<file path="src/rtl/fifo_pkg.sv">
// fifo_pkg: skid-state encoding, depth derivation and Gray/binary helpers for the async FIFO.
// Pointer helpers take zero-extended pointers of any width up to PTR_MAX bits.
package fifo_pkg;
   localparam int PTR_MAX = 32;
   typedef logic [PTR_MAX-1:0] ptr_t;
   typedef enum logic [1:0] {EMPTY, ONE, TWO} skid_state_e;
   function automatic int depth_of(input int addr_width);
      return 1 << addr_width;
   endfunction
   function automatic ptr_t gray2bin(input ptr_t g);
      ptr_t b;
      b = g;
      for (int i = PTR_MAX - 2; i >= 0; i--) b[i] = b[i+1] ^ g[i];
      return b;
   endfunction
   function automatic ptr_t bin2gray(input ptr_t b);
      return b ^ (b >> 1);
   endfunction
endpackage

</file>
<file path="src/rtl/fifo_wr_frontend_sync.sv">
// sync_2ff: two-flop synchroniser, no logic between the stages.
module sync_2ff #(
   parameter int WIDTH = 4
) (
   input  logic             clk,
   input  logic             rst_n,
   input  logic [WIDTH-1:0] d,
   output logic [WIDTH-1:0] q
);
   logic [WIDTH-1:0] meta_q;
   always_ff @(posedge clk or negedge rst_n)
      if (!rst_n) begin
         meta_q <= '0;
         q      <= '0;
      end else begin
         meta_q <= d;
         q      <= meta_q;
      end
endmodule

</file>
<file path="src/rtl/fifo_wr_frontend.sv">
// fifo_wr_frontend: write-domain skid buffer, read-pointer sync and fill level for the async FIFO.
// Optional macro WR_FRONTEND_STATS_EN adds saturating accept/stall counters.
module fifo_wr_frontend
   import fifo_pkg::*;
#(
   parameter int ADDR_WIDTH = 3,
   parameter int DATA_WIDTH = 8,
   parameter int AF_MARGIN  = 1
) (
   input  logic                  wclk,
   input  logic                  wrst_n,
   input  logic                  s_valid,
   output logic                  s_ready,
   input  logic [DATA_WIDTH-1:0] s_data,
   input  logic [ADDR_WIDTH:0]   rptr_gray,
   input  logic [ADDR_WIDTH:0]   wptr_bin,
   input  logic                  wfull,
   output logic [ADDR_WIDTH:0]   wq2_rptr,
   output logic                  winc,
   output logic [DATA_WIDTH-1:0] wdata,
   output logic [ADDR_WIDTH:0]   wlevel,
   output logic                  walmost_full
`ifdef WR_FRONTEND_STATS_EN
   ,
   output logic [31:0]           wstat_accepts,
   output logic [31:0]           wstat_stall_cycles
`endif
);
   localparam int DEPTH = depth_of(ADDR_WIDTH);
   localparam logic [ADDR_WIDTH:0] AF_THRESH = (ADDR_WIDTH+1)'(DEPTH - AF_MARGIN);
   skid_state_e           state_q, state_d;
   logic [DATA_WIDTH-1:0] ent0_q, ent0_d, ent1_q, ent1_d;
   logic                  s_ready_q, s_ready_d, walmost_full_q, walmost_full_d;
   logic [ADDR_WIDTH:0]   wlevel_q, wlevel_d;
   logic                  accept, pop;
   sync_2ff #(.WIDTH(ADDR_WIDTH + 1)) u_rptr_sync (
      .clk   (wclk),
      .rst_n (wrst_n),
      .d     (rptr_gray),
      .q     (wq2_rptr)
   );
   always_ff @(posedge wclk or negedge wrst_n)
      if (!wrst_n) state_q <= EMPTY;
      else state_q <= state_d;
   always_comb begin
      state_d = (state_q == EMPTY) ? (accept ? ONE : EMPTY) :
                (state_q == ONE)   ? ((accept && !pop) ? TWO : (pop && !accept) ? EMPTY : ONE) :
                (pop ? ONE : TWO);
   end
   always_comb begin
      winc  = (state_q != EMPTY) && !wfull;
      wdata = ent0_q;
   end
   // ent0 is always the head; a simultaneous accept+pop in ONE replaces it directly.
   always_comb begin
      accept         = s_valid && s_ready_q;
      pop            = winc;
      ent0_d         = (accept && (state_q == EMPTY || (state_q == ONE && pop))) ? s_data :
                       (state_q == TWO && pop) ? ent1_q : ent0_q;
      ent1_d         = (state_q == ONE && accept && !pop) ? s_data : ent1_q;
      s_ready_d      = state_d != TWO;
      wlevel_d       = (ADDR_WIDTH+1)'(ptr_t'(wptr_bin) - gray2bin(ptr_t'(wq2_rptr)));
      walmost_full_d = wlevel_d >= AF_THRESH;
   end
   always_ff @(posedge wclk or negedge wrst_n)
      if (!wrst_n) begin
         ent0_q         <= '0;
         ent1_q         <= '0;
         s_ready_q      <= 1'b0;
         wlevel_q       <= '0;
         walmost_full_q <= 1'b0;
      end else begin
         ent0_q         <= ent0_d;
         ent1_q         <= ent1_d;
         s_ready_q      <= s_ready_d;
         wlevel_q       <= wlevel_d;
         walmost_full_q <= walmost_full_d;
      end
   assign s_ready      = s_ready_q;
   assign wlevel       = wlevel_q;
   assign walmost_full = walmost_full_q;
`ifdef WR_FRONTEND_STATS_EN
   logic [31:0] acc_q, acc_d, stall_q, stall_d;
   always_comb begin
      acc_d   = (accept && acc_q != '1) ? acc_q + 32'd1 : acc_q;
      stall_d = (s_valid && !s_ready_q && stall_q != '1) ? stall_q + 32'd1 : stall_q;
   end
   always_ff @(posedge wclk or negedge wrst_n)
      if (!wrst_n) begin
         acc_q   <= '0;
         stall_q <= '0;
      end else begin
         acc_q   <= acc_d;
         stall_q <= stall_d;
      end
   assign wstat_accepts      = acc_q;
   assign wstat_stall_cycles = stall_q;
`endif
endmodule

</file>
<file path="config.mk">
export PLATFORM = sky130hd
export DESIGN_NAME = fifo_wr_frontend
export DESIGN_NICKNAME = d
export VERILOG_FILES = /design/src/rtl/fifo_pkg.sv /design/src/rtl/fifo_wr_frontend_sync.sv /design/src/rtl/fifo_wr_frontend.sv
export SDC_FILE = /design/constraint.sdc
export NUM_CORES = 1
export LEC_CHECK = 0
export ABC_CLOCK_PERIOD_IN_PS = 2070
export BUFFER_PORTS_ARGS = -buffer_cell sky130_fd_sc_hd__buf_2
export CAP_MARGIN = 25
export CORE_UTILIZATION = 50
export DETAILED_ROUTE_END_ITERATION = 6
export PLACE_DENSITY = 0.84
export RECOVER_POWER = 25
export SLEW_MARGIN = 25
export SYNTH_ARGS = -nofsm -noshare
export SYNTH_HDL_FRONTEND = slang
export SYNTH_HIERARCHICAL = 1
export SYNTH_SLANG_ARGS = --single-unit
</file>
<file path="constraint.sdc">
create_clock -name wclk -period 2.07 [get_ports wclk]
set_input_delay 0.1035 -clock wclk [delete_from_list [all_inputs] [get_ports wclk]]
set_output_delay 0.1035 -clock wclk [all_outputs]
set_load 0.03 [all_outputs]
</file>
==> results.md <==
- The number of buffers inserted during clock tree synthesis is 5.
- The pin count of the biggest net entering global routing is 33.
- By startpoint and endpoint, the worst setup path is classified as register to register.
- After layout, the design draws a total of between 2 and 2.5 mW.
- The share of the Yosys chip area taken by registers is 0.5750.
- The final layout contains routed wiring with a total length of 2455 um.
- The number of antenna violations at the first check in global routing was 0.
- Of the total power, registers draw 0.421.
- STA classifies the critical path endpoint as a register.
- The number of DRC markers after the initial detailed-route iteration is 6.
- The fraction of synthesis flops using an asynchronous set or reset pin is 1.000.
- The path class of the lowest-slack min-delay path is input port to register.
- In the finished design, the share of the clock period the worst path needs comes to 0.9516.
- The count of mapped cells out of synthesis is 95.
- The most common cell after layout, fill and taps aside is sky130_fd_sc_hd__buf_2.
- The number of nets in the synthesized netlist is 120.
- The cell area after technology mapping is approximately 1400 sq um.
- The largest clock skew in the final design is 7.362 ps.
- Summing all placed instances gives a cell area of 1617 sq um.
- The cell area after layout is 1757 sq um.
- Once detail routing completed, the nets flagged for antenna violations numbered 0.
- The worst-case IR drop observed on VDD is between 900 and 1000 uV.
- The total die area is 3000 sq um.
- The number of top-level design ports is 39.
- The height of the die is between 50 and 60 um.
- After the last flow step, the layout net total stands at 173.
- For the worst setup path, the data required time is about 2300 ps.
- For this design the total switching power over the nets is around 0.86 mW.
- The area inside the core boundary is 2545 sq um.
- The number of filler instances in the final layout is 184.
- In the layout the commonest cells are sky130_fd_sc_hd__buf_2 (37), sky130_fd_sc_hd__dfrtp_1 (32), sky130_fd_sc_hd__mux2_2 (16).
- The aggregate global routing overflow is 0.
- The fraction of power consumed by the clock network is 0.127.
- The switching part of the total power is 0.3699.
- The dominant synthesized flop cell is sky130_fd_sc_hd__dfrtp_1.
- The die width is 54.78 um.
- In this run the core area contains 18 standard-cell rows.
- The average wire length per cell after detail routing is 13.95 um.
- The total count of max-transition violations in the final report is 0.
- The clock transition at the register clock pins on the worst setup and hold paths after CTS is 90 ps.
- The count of different cell masters after synthesis is 22.
- The worst pin sits at a relative slew slack of 0.4897.
- The core occupancy in the finished layout is 0.6903.
- The worst reg-to-reg setup slack is 100 ps.
- Across all hold checks on the routed design, the worst slack comes to 30.13 ps.
- The longest clock path from root to sink contains 2 buffers.
- The HPWL reported at the end of detailed placement is 1761 um.
- The clock latency on the worst-skew pair is 310 ps.
- The number of global-route vias before repair is 867.
- For the pin with the worst max-slew slack, the measured transition is between 700 and 800 ps.
- The final critical path time including I/O delays and setup is around 2000 ps.
- The synthesized design contains 32 register bits.
- The synthesized area per cell is 14.66 sq um.
- The synthesized design contains 0 enable-type register cells.
- The TritonCTS sink count is 32.
- The global placer's final weighted congestion is roughly 0.85.
- The power per cell area is around 1300 nW/um^2.
- The design internal power is 1.459 mW.
- The average vias per placed instance is 5.074.
- The initial utilization of the core area, before any placement, comes to 0.5472.
- The proportion of power drawn by combinational gates is 0.452.
- The layout overhead on the synthesized area is 26.15%.
- The first global-routing pass estimated around 3800 um of wire.
- In the global route stage, overall resource usage came out at 0.1934.
- The residual DRC count is 0.
- Setup violations remaining at the end of the flow were counted as 0.
- Timing would allow up to 0.5076 GHz.
- The leakage power total is just under 0.9 nW.
- The clock tree synthesis step divided the H-tree into 2 levels.
- The antenna cell count is 0.
- Summing over every cut layer, the via total after detailed routing is 893.
- The number of endpoints with negative hold slack in the final report is 0.
- TritonCTS built the clock tree.
- The quantity of I/O buffers inserted on ports is 38.
- The flow ran to the end, and the final reports show no timing, DRC or antenna violations.
- The area occupied by registers is roughly 800 sq um.
- The number of detailed-routing iterations run before antenna repair is 3.
- The multi-input combinational cell area is 579.3 sq um.
- The tree is rooted in a sky130_fd_sc_hd__clkbuf_4.
- In the final layout, the share of cells above drive strength 1 is 0.5274.
- The critical path launch point type is a register.
- The critical path data arrival time is 2160 ps.
- Yosys printed 6 warnings.
- The count of maximum capacitance violations is 0.
- Along the worst path, the maximum fanout reaches 2.
synth_stat cells (all sizes together) (2+ instances only):
library cell	n	share of area
dfrtp	32	0.58
mux2	24	0.22
inv	7	0.019
nand2	5	0.015
ha	4	0.036
xnor2	3	0.019
a21oi	2	0.0072
nand3b	2	0.011
nor2	2	0.0054
o21a	2	0.011
o21ai	2	0.0072
xor2	2	0.013
sequential cells by signal (all words and copies together) (netlist names):
name	count
wdata	8
walmost_full	1
wlevel	4
ent1_q	8
u_rptr_sync/meta_q	4
s_ready	1
state_q	2
u_rptr_sync/q	4
area by class of cell:
| type | instances | share of cell area |
|---|---|---|
| well taps | 30 | 0.02137 |
| clock buffers | 5 | 0.02137 |
| multi-input cells | 55 | 0.3298 |
| flip-flops and latches | 32 | 0.4558 |
| repair buffers | 47 | 0.1567 |
| inverters | 7 | 0.01496 |
path summary, 6_finish.rpt:
check	startpoint	to	cells after the start
max	u_rptr_sync/q[2]	walmost_full	8
min	s_data[7]	wdata[7]	2
min reg2reg	u_rptr_sync/meta_q[3]	u_rptr_sync/q[3]	0
max in group asynchronous	wrst_n	u_rptr_sync/q[1]	2
min in group asynchronous	wrst_n	state_q[0]	2
max reg2reg	u_rptr_sync/q[2]	walmost_full	8
per-layer routing:
layer	part of all wire	vias to the layer above	GRT usage
li1	-	425	-
met1	0.42	432	0.2103
met2	0.50	28	0.3112
met3	0.051	8	0.08889
met4	0.025	0	0.1026
met5	0	-	0
through the flow:
step / setup slack (ps) / TNS, ps / std cells
finish: 100.1 / 0 / 176
global route: -17.56 / -17.56 / 176
CTS: 8.724 / 0 / 172
detailed placement: -28.99 / -28.99 / 162
global placement: 133.6 / 0 / 162
floorplan: 10.03 / 0 / 95
power groups by stage:
stage	registers [mW]	logic (mW)	clock network [mW]
after floorplan	1.21	0.552	0
after global placement	0.972	0.979	0
after detailed placement	0.990	1.03	0
after CTS	0.976	1.04	0.303
after global routing	1.01	1.12	0.335
final	0.974	1.05	0.295
what timing repair did:
action,in CTS,in global routing
setup endpoints to repair,1,1
hold buffers,5,2
pin swaps,0,2
resized for setup,1,2
hold endpoints to repair,36,2
buffers inserted,0,2
kinds of logic (layout without fill, tap and decap cells):
| kind of cell | Yosys count | count (layout) | share of synthesized area |
|---|---|---|---|
| AOI/OAI and AO/OA | 6 | 6 | 0.02515 |
| xor gates and xnor gates | 5 | 5 | 0.03145 |
| adders and majority gates | 5 | 5 | 0.05032 |
| buffers and inverters | 8 | 59 | 0.02696 |
| DFF | 32 | 32 | 0.5750 |
| muxes | 24 | 24 | 0.2156 |
| and+or+nand+nor | 15 | 15 | 0.07548 |
critical path: stages, from the launching register on:
cell                      delay, ps
sky130_fd_sc_hd__dfrtp_1        410
sky130_fd_sc_hd__xnor2_2        240
sky130_fd_sc_hd__xor2_2         200
sky130_fd_sc_hd__xnor2_1         90
sky130_fd_sc_hd__ha_1           210
sky130_fd_sc_hd__fa_2           520
sky130_fd_sc_hd__inv_1           50
sky130_fd_sc_hd__nand3_1         50
sky130_fd_sc_hd__o21ai_0         90
(Power assumes the default switching activity.)
